File: src/rtl/serial_subtractor_pkg.sv
// Shared types and constants for the bit-serial subtractor.
package sub_pkg;

  typedef enum logic [1:0] {
    IDLE  = 2'b00,
    SHIFT = 2'b01,
    DONE  = 2'b10
  } sub_state_t;

  // Subtraction is a + ~b + 1, so the carry chain starts at one.
  localparam logic CARRY_SEED = 1'b1;

endpackage

File: src/rtl/full_adder.sv
// One-bit full adder cell; the single arithmetic slice of the serial datapath.
module full_adder (
  input  logic a,
  input  logic b,
  input  logic c,
  output logic sum,
  output logic carry
);

  assign sum   = a ^ b ^ c;
  assign carry = (a & b) | (c & (a ^ b));

endmodule

File: src/rtl/serial_subtractor.sv
// Bit-serial two's-complement subtractor: diff = a - b, LSB first, one bit per clock.
// Handshake: start is sampled only in IDLE; done pulses one cycle with diff/borrow_out valid.
module serial_subtractor
  import sub_pkg::*;
#(
  parameter int WIDTH = 8
) (
  input  logic             clk,
  input  logic             rst_n,
  input  logic             start,
  input  logic [WIDTH-1:0] a,
  input  logic [WIDTH-1:0] b,
  output logic             busy,
  output logic             done,
  output logic [WIDTH-1:0] diff,
  output logic             borrow_out
);

  localparam int CW = $clog2(WIDTH);

  sub_state_t       state;
  sub_state_t       next_state;
  logic [WIDTH-1:0] a_sr;
  logic [WIDTH-1:0] b_sr;
  // Holds the WIDTH-1 sums produced so far; the final sum completes the word.
  logic [WIDTH-2:0] res_sr;
  logic [WIDTH-1:0] res_next;
  logic [CW-1:0]    cnt;
  logic             carry;
  logic             b_inv;
  logic             s;
  logic             c_next;

  assign b_inv    = ~b_sr[0];
  assign res_next = {s, res_sr};

  full_adder u_fa (
    .a     (a_sr[0]),
    .b     (b_inv),
    .c     (carry),
    .sum   (s),
    .carry (c_next)
  );

  always_ff @(posedge clk or negedge rst_n) begin
    if (!rst_n) begin
      state <= IDLE;
    end else begin
      state <= next_state;
    end
  end

  always_comb begin
    next_state = IDLE;
    case (state)
      IDLE:    next_state = start ? SHIFT : IDLE;
      SHIFT:   next_state = (cnt == '0) ? DONE : SHIFT;
      DONE:    next_state = IDLE;
      default: next_state = IDLE;
    endcase
  end

  always_comb begin
    busy = 1'b0;
    done = 1'b0;
    case (state)
      SHIFT:   busy = 1'b1;
      DONE:    done = 1'b1;
      default: ;
    endcase
  end

  always_ff @(posedge clk or negedge rst_n) begin
    if (!rst_n) begin
      a_sr       <= '0;
      b_sr       <= '0;
      res_sr     <= '0;
      cnt        <= '0;
      carry      <= 1'b0;
      diff       <= '0;
      borrow_out <= 1'b0;
    end else begin
      case (state)
        IDLE: begin
          if (start) begin
            a_sr   <= a;
            b_sr   <= b;
            res_sr <= '0;
            carry  <= CARRY_SEED;
            cnt    <= CW'(WIDTH - 1);
          end
        end
        SHIFT: begin
          a_sr   <= a_sr >> 1;
          b_sr   <= b_sr >> 1;
          res_sr <= res_next[WIDTH-1:1];
          carry  <= c_next;
          if (cnt == '0) begin
            diff       <= res_next;
            borrow_out <= ~c_next;
          end else begin
            cnt <= cnt - 1'b1;
          end
        end
        default: ;
      endcase
    end
  end

endmodule

File: config.mk
export PLATFORM = sky130hd
export DESIGN_NAME = serial_subtractor
export DESIGN_NICKNAME = d
export VERILOG_FILES = /design/src/rtl/serial_subtractor_pkg.sv /design/src/rtl/full_adder.sv /design/src/rtl/serial_subtractor.sv
export SDC_FILE = /design/constraint.sdc
export NUM_CORES = 1
export LEC_CHECK = 0
export CORE_MARGIN = 4
export CORE_UTILIZATION = 51
export CTS_CLUSTER_DIAMETER = 150
export DETAILED_ROUTE_END_ITERATION = 8
export PLACE_DENSITY = 0.78
export REMOVE_ABC_BUFFERS = 1
export SLEW_MARGIN = 25
export SYNTH_ARGS = -nofsm -noshare
export SYNTH_HDL_FRONTEND = slang
export SYNTH_SLANG_ARGS = --single-unit
File: constraint.sdc
create_clock -name clk -period 1.65 [get_ports clk]
set_input_delay 0.2475 -clock clk [delete_from_list [all_inputs] [get_ports clk]]
set_output_delay 0.2475 -clock clk [all_outputs]
set_load 0.005 [all_outputs]
; Yosys cells after proc, flatten, opt, wreduce, memory -nomap -nowiden
; Index checks and enable logic that the tools add are counted.
[classes]
addsub = 1
bitwise_logic = 7
n_eq_ne = 4
reduce_logical = 6
mux = 16
[op_table]
columns = cell, count
row1 = one-hot mux 8 bit (2 select lines), 2
row2 = two-way mux 8 bit, 2
row3 = one-hot mux 7 bit (2 select lines), 1
row4 = two-way mux 7 bit, 1
row5 = two-way mux 3 bit, 2
row6 = one-hot mux 3 bit (2 select lines), 1
row7 = two-way mux 1 bit, 4
row8 = != test 2 bit (second input constant), 2
row9 = one-hot mux 2 bit (2 select lines), 1
row10 = AND reduction 2 bit, 2
row11 = logical NOT 3 bit, 1
row12 = AND reduction 3 bit, 1
row13 = subtractor 3 x 1 -> 3 bit (second input constant), 1
row14 = bitwise AND 1 bit, 2
row15 = equality test 2 x 1 -> 1 bit (second input constant), 1
row16 = equality test 2 bit (second input constant), 1
row17 = logical NOT 2 bit, 1
row18 = two-way mux 2 bit, 1
row19 = inverter 1 bit, 2
row20 = one-hot mux 1 bit (2 select lines), 1
row21 = nonzero test 2 bit, 1
row22 = bitwise XOR 1 bit, 2
row23 = OR 1 bit, 1
[word_totals]
in_bits = 19
word_cells = 42
regBits = 38

; Longest topological paths before layout
; Gate-level depths: netlist of the first run.
[logic_depth]
depth_word = 5
depth_mapped = 5
depth_no_buf = 5

; By module
; A second synthesis of the first run with hierarchy kept.
[unflattened]
hier_cells = 141
area_unflattened_um2 = 1670.4
[modules_own_cells]
columns = module, cells_each, area_per_inst_um2, instances
row1 = serial_subtractor, 140, 1650.3, 1
row2 = full_adder, 1, 20.0, 1

; Least setup slack after synthesis of the first run
; Ideal clock, no wire load.
[synth_path]
path_kind = reg2reg
start = register cnt[0]
end = register diff[0]
slack_ns = 0.128
t_required_ns = 1.525
path_stages_with_launch = 6
t_arrival_ns = 1.397
path_buffers = 0
setup_time_ns = 0.125
path_cell_list = dfrtp_1 -> inv_1 -> ha_1 -> or2b_4 -> nor2_8 -> mux2_2
[synth_between]
elab_chain_cells = 2
[synth_lines]
columns = item, line_no
row1 = from (decl), serial_subtractor.sv:28  ; logic [CW-1:0] cnt;
row2 = from (signal assigned), serial_subtractor.sv:90  ; cnt <= CW'(WIDTH - 1);
row3 = from (signal assigned), serial_subtractor.sv:102  ; cnt <= cnt - 1'b1;
row4 = logical NOT 3 bit, serial_subtractor.sv:98  ; if (cnt == '0) begin
row5 = AND reduction 2 bit (no line), --
row6 = to (signal assigned), serial_subtractor.sv:99  ; diff <= res_next;
row7 = to (decl), serial_subtractor.sv:15  ; output logic [WIDTH-1:0] diff,
; Every way passes these cells.
; A chain may end at the register's enable or synchronous reset.

; Worst setup path after layout of the first run
[layout_path]
start = register cnt[0]
end = register diff[1]
; Same word-level chain as after synthesis.

==> run summary, run 1 <==
clock latency on the worst-skew pair: 350 ps
Buffers on Ports: 29
Slowest-stage cell, CP: dfrtp_1
global route total overflow: 0
Max Cap Violations: 0
synthesized area per cell: 11.9 um2
core area: 3100 um2
first-pass GRT wire length: 5.97 mm
vias per std cell: 5.34
CP Data Required Time: 1890 ps
vias in the first global route: 1,266
initial DRC count: 62
Mapped Cells: 141
Bufs on Longest Clock Path: 2
largest net degree at the start of global routing: 35
final number of hold-violating endpoints: 0
area grow syn2layout: 32.7%
Yosys top cell by area: dfrtp_1
Unique masters post-synth: 27
DR DRC count: 0
Hold Path Class: in -> async
Final Max Slew Viols: 0
CTS HTree Levels: 2
Post-synth EDFFs: 0
layout net count: 205
initial antenna violation count: 0
Vias: 1,218
CTS root buf: clkbuf_4
post-route minimum period: 1620 ps
Async S/R FF share, synth: 100%
pwr dens: 1830 nW/um2
Finished Layout Cells: 228
crit-path max cell delay: 400 ps
CTS tree: done
Post-synth top cells: 38 x dfrtp_1, 17 x nand2_1, 16 x o21ai_0, 13 x mux2i_1, 8 x mux2_2
crit path DAT: 1860 ps
number of I/O pins: 30
Rows: 20
DIE WIDTH: 65.3 um
final worst-path cycle share: 98.1%
critical-path maximum fanout: 5
main area contributors after synthesis: dfrtp_1 57%, mux2i_1 7.8%, mux2_2 5.4%
YS warnings: 0
starting density of the core: 53.9%
Avg WL per Cell: 15.4 um
Seq/Total Area, Yosys: 56.8%
antenna-violating nets left: 0
drt pass-1 iters: 4
gpl congestion: 0.763
Synth Flop Type: dfrtp_1
clock transition at the registers of the reported paths: 120 ps
critical path, cell by cell: inv_1 -> ha_2 -> or2b_4 -> nor2_8 -> mux2_2
Startpoint Class: flip-flop
fmax: 0.617 GHz
Routed WL: 3.50 mm
Synth top area share: 56.8%
synthesis-stage register bit count: 38
crit end category: flip-flop
Finish-stage setup viols: 0
clock buffer count from CTS: 5
placed cells: 215
layout cell share with drive strength beyond 1: 20.1%
most frequent cell after synthesis: dfrtp_1
Worst-Margin Slew: 438 ps
crit path kind: reg -> reg
static leakage power: 0.995 nW
Layout Skew: 12.2 ps
hpwl dp: 2.46 mm
Peak supply drop: 0.919 mV
final core occ: 71.5%
status: completed
setup TNS: 0 ps
ANT cells: 0
worst relative slew slack: 70.8%
# clock sinks: 38
DIE AREA: 4260 um2
r2r setup slk: 30 ps
mapped cell area: 1670 um2
total power: 0.00407 W
Die Y: 65.3 um
All-Layer GR Usage: 18.7%
[flip-flops by register name, summed over array words and instances (netlist names)]
name / count
b_sr: 8
diff: 8
carry: 1
cnt: 3
borrow_out: 1
state: 2
res_sr: 7
a_sr: 8
[layout make-up]
class	instances	area (um2)
flip-flops and latches	38	951
multi-input cells	89	673
inverters	8	30.0
well taps	44	55.1
fillers	253	883
repair buffers	41	404
clock buffers	5	37.5
clock inverters	3	68.8
[kinds of logic after synthesis]
family / synth area share [%]
AND/OR/NAND/NOR: 9.35
multiplexers: 13.2
adder cells (fa/ha/maj): 2.69
flip-flops: 56.8
AO/OA/AOI/OAI: 13.5
buffers and inverters: 4.41
[placed cells by master (no fill, tap or decap), types with 5 or more instances in the layout]
cell type,instances
clkbuf_4,5
mux2i_1,12
dfrtp_1,38
nor2b_1,5
o21ai_0,16
nand2_1,17
inv_1,6
buf_4,8
clkdlybuf4s50_1,26
a22o_1,7
mux2_2,8
[where the power goes]
part | switching, W | leakage (nW) | internal (W)
clock | 0.000326 | 0.0554 | 0.000474
combinational | 0.000771 | 0.461 | 0.000910
sequential | 0.000252 | 0.479 | 0.00133
[path summary, 6_finish.rpt]
check                                           end                 from  cells past startpoint
worst min-delay path             state[0]$_DFF_PN0_                rst_n                      2
min in group clk                b_sr[4]$_DFFE_PN0P_  b_sr[4]$_DFFE_PN0P_                      2
worst max-delay path            diff[1]$_DFFE_PN0P_   cnt[0]$_DFFE_PN0P_                      5
max in group asynchronous       a_sr[2]$_DFFE_PN0P_                rst_n                      3
worst max register to register  diff[1]$_DFFE_PN0P_   cnt[0]$_DFFE_PN0P_                      5
worst min register to register  b_sr[4]$_DFFE_PN0P_  b_sr[4]$_DFFE_PN0P_                      2
[per-stage QoR]
stage	setup WS, ps	area, um2	hold slack (ps)
floorplan	-104	1630	-48.1
global placement	88.0	2050	208
detailed placement	10.4	2050	217
CTS	13.8	2210	374
global route	-11.8	2220	387
finish	30.5	2220	368
[metal layers]
| layer | GRT usage [%] | vias to the layer above | routed length [um] |
|---|---|---|---|
| met2 | 31.7 | 37 | 1800 |
| met3 | 5.98 | 5 | 179 |
| met4 | 4.66 | 0 | 39 |
| met1 | 23.0 | 602 | 1480 |
| met5 | 0 | - | 0 |
| li1 | - | 574 | - |
[worst max-delay path, delay by kind of cell, from the launching register on]
| kind | cells | cell delay [ps] |
|---|---|---|
| flip-flops | 1 | 400 |
| multiplexers | 1 | 350 |
| adder cells (fa/ha/maj) | 1 | 200 |
| buffers and inverters | 1 | 90 |
| AND/OR/NAND/NOR | 2 | 470 |
[repair_timing]
| item | 4_1_cts | 5_1_grt |
|---|---|---|
| endpoints found under the setup margin | 3 | 9 |
| hold buffers | 1 | 0 |
| gates resized for setup | 4 | 3 |
| setup buffers | 2 | 1 |
| cloned | 1 | 0 |
| pin swaps | 1 | 1 |
| hold endpoints to repair | 16 | 0 |
Note: power is estimated with default switching activity, not from simulation.
==> inputs of run 2 (changes only) <==
--- a/config.mk
+++ b/config.mk
@@ -5,13 +5,11 @@
 export SDC_FILE = /design/constraint.sdc
 export NUM_CORES = 1
 export LEC_CHECK = 0
-export CORE_MARGIN = 4
 export CORE_UTILIZATION = 51
 export CTS_CLUSTER_DIAMETER = 150
 export DETAILED_ROUTE_END_ITERATION = 8
 export PLACE_DENSITY = 0.78
 export REMOVE_ABC_BUFFERS = 1
-export SLEW_MARGIN = 25
 export SYNTH_ARGS = -nofsm -noshare
 export SYNTH_HDL_FRONTEND = slang
 export SYNTH_SLANG_ARGS = --single-unit
==> constraint.sdc (replaced) <==
create_clock -name clk -period 1.8 [get_ports clk]
set_input_delay 0.27 -clock clk [delete_from_list [all_inputs] [get_ports clk]]
set_output_delay 0.27 -clock clk [all_outputs]
set_load 0.005 [all_outputs]
==> run 2 against run 1 <==
Net effect: power is 10% lower; critical endpoint unchanged; clock skew increased by 5.3 ps; first-iteration DRC count fell by 50%; clock power fell by 9.9%; flip-flop and latch count stayed put; cell area decreased by 1.2%.
==> run summary, run 2 (synthesized netlist as in run 1, its figures left out) <==
antenna-violating nets left: 0 (unchanged)
starting density of the core: 54.3% (+0.44 points)
fmax: 0.595 GHz (-3.6%)
post-route minimum period: 1680 ps (+61.2 ps)
final worst-path cycle share: 93.4% (-4.8 points)
layout net count: 201 (-2.0%)
Peak supply drop: 0.901 mV (-2.0%)
Rows: 20 (unchanged)
Avg WL per Cell: 14.2 um (-7.8%)
DIE AREA: 3510 um2 (-18%)
largest net degree at the start of global routing: 39 (+11%)
worst-case reg-to-reg path depth: 5 (unchanged)
clock latency on the worst-skew pair: 340 ps (about the same)
vias per std cell: 5.33 (-0.30%)
number of I/O pins: 30 (unchanged)
initial antenna violation count: 0 (unchanged)
global route total overflow: 0 (unchanged)
Die Y: 59.3 um (-9.2%)
All-Layer GR Usage: 21.4% (+2.7 points)
Hold Path Class: in -> async
core area: 3080 um2 (-0.81%)
CP Data Required Time: 2030 ps (+140 ps)
vias in the first global route: 1,276 (+0.79%)
initial DRC count: 31 (-50%)
most common cell after layout, fill and taps aside: dfrtp_1
Bufs on Longest Clock Path: 2 (unchanged)
ANT cells: 0 (unchanged)
# clock sinks: 38 (unchanged)
CTS HTree Levels: 2 (unchanged)
top flop regs: a_sr (8), b_sr (8), diff (8)
pwr dens: 1660 nW/um2 (-9.2%)
DR DRC count: 0 (unchanged)
Buffers on Ports: 29 (unchanged)
critical-path maximum fanout: 10 (+5)
Routed WL: 3.17 mm (-9.4%)
first-pass GRT wire length: 5.45 mm (-8.7%)
Max Cap Violations: 0 (unchanged)
Worst-Margin Slew: 249 ps (-189 ps)
RSZ-0062 raised after global routing: false
setup TNS: 0 ps (unchanged)
Vias: 1,193 (-2.1%)
hpwl dp: 2.19 mm (-11%)
CTS tree: done
static leakage power: 1.00 nW (+0.49%)
drt pass-1 iters: 4 (unchanged)
final number of hold-violating endpoints: 0 (unchanged)
clock buffer count from CTS: 5 (unchanged)
crit path kind: reg -> reg
crit path DAT: 1910 ps (+50 ps)
Final Max Slew Viols: 0 (unchanged)
status: completed
layout cell share with drive strength beyond 1: 16.7% (-3.4 points)
crit end category: flip-flop
DIE WIDTH: 59.3 um (-9.2%)
clock transition at the registers of the reported paths: 130 ps (about the same)
commonest non-fill, non-tap cells in the layout: 38 x dfrtp_1, 26 x clkdlybuf4s50_1, 17 x nand2_1
CTS root buf: clkbuf_4
Layout Skew: 17.6 ps (+5.33 ps)
worst relative slew slack: 83.3% (+13 points)
total power: 0.00365 W (-10%)
Startpoint Class: flip-flop
area grow syn2layout: 31.1%
gpl congestion: 0.786 (+3.0%)
Finish-stage setup viols: 0 (unchanged)
## run 2: cell types whose count changed in the layout (fill, tap and decap cells not counted), sizes merged
cell          change
dlygate4sd2       -2
dlymetal6s2s      +2
nor2              -1
buf               -3
## run 2: through the flow
step           cells  hold WS [ps]  worst slack [ps]  cell area (um2)  util, %
6_report         224           406               119             2190     71.3
5_1_grt          224           430              41.5             2190     71.3
4_1_cts          223           416              4.19             2170     70.5
3_5_place_dp     212           248               155             2030     66.0
3_3_place_gp     212           249               233             2030     66.0
2_1_floorplan    134         -25.6              46.4             1630        -
## run 2: cell type report
| cell class | count | area (um2) |
|---|---|---|
| clock buffers | 5 | 37.5 |
| clock inverters | 3 | 68.8 |
| fillers | 233 | 885 |
| inverters | 8 | 32.5 |
| multi-input cells | 88 | 656 |
| flip-flops and latches | 38 | 951 |
| well taps | 44 | 55.1 |
| repair buffers | 38 | 393 |
## run 2: metal layers
metal	wire, um	global-route usage, %
met5	0	0
met1	1330	23.5
met3	138	5.46
met2	1640	37.4
met4	68	11.9
## run 2: where the power goes
group	switching, W	internal [W]
clock	0.000286	0.000435
combinational	0.000688	0.000800
sequential	0.000218	0.00122
total	0.00119	0.00246
## run 2: worst max-delay path: stages, from the launching register on
cell and delay, ps:
dfrtp_1 420, inv_1 90, ha_1 190, or2b_4 320, nor2_8 190, mux2_2 360
## run 2: what timing repair did
item,CTS,global route
setup endpoints to repair,2,2
hold buffers,1,0
pin swaps,0,0
setup buffers,2,1
endpoints found under the hold margin,38,0
gates resized for setup,2,4
## run 2: worst paths after layout
check | start | endpoint | slack (ps)
max | cnt[0]$_DFFE_PN0P_ | diff[1]$_DFFE_PN0P_ | 120
min | rst_n | diff[2]$_DFFE_PN0P_ | 410
max reg2reg | cnt[0]$_DFFE_PN0P_ | diff[1]$_DFFE_PN0P_ | 120
min reg2reg | a_sr[3]$_DFFE_PN0P_ | a_sr[3]$_DFFE_PN0P_ | 490
max in group asynchronous | rst_n | a_sr[3]$_DFFE_PN0P_ | 1200
min in group clk | a_sr[3]$_DFFE_PN0P_ | a_sr[3]$_DFFE_PN0P_ | 490
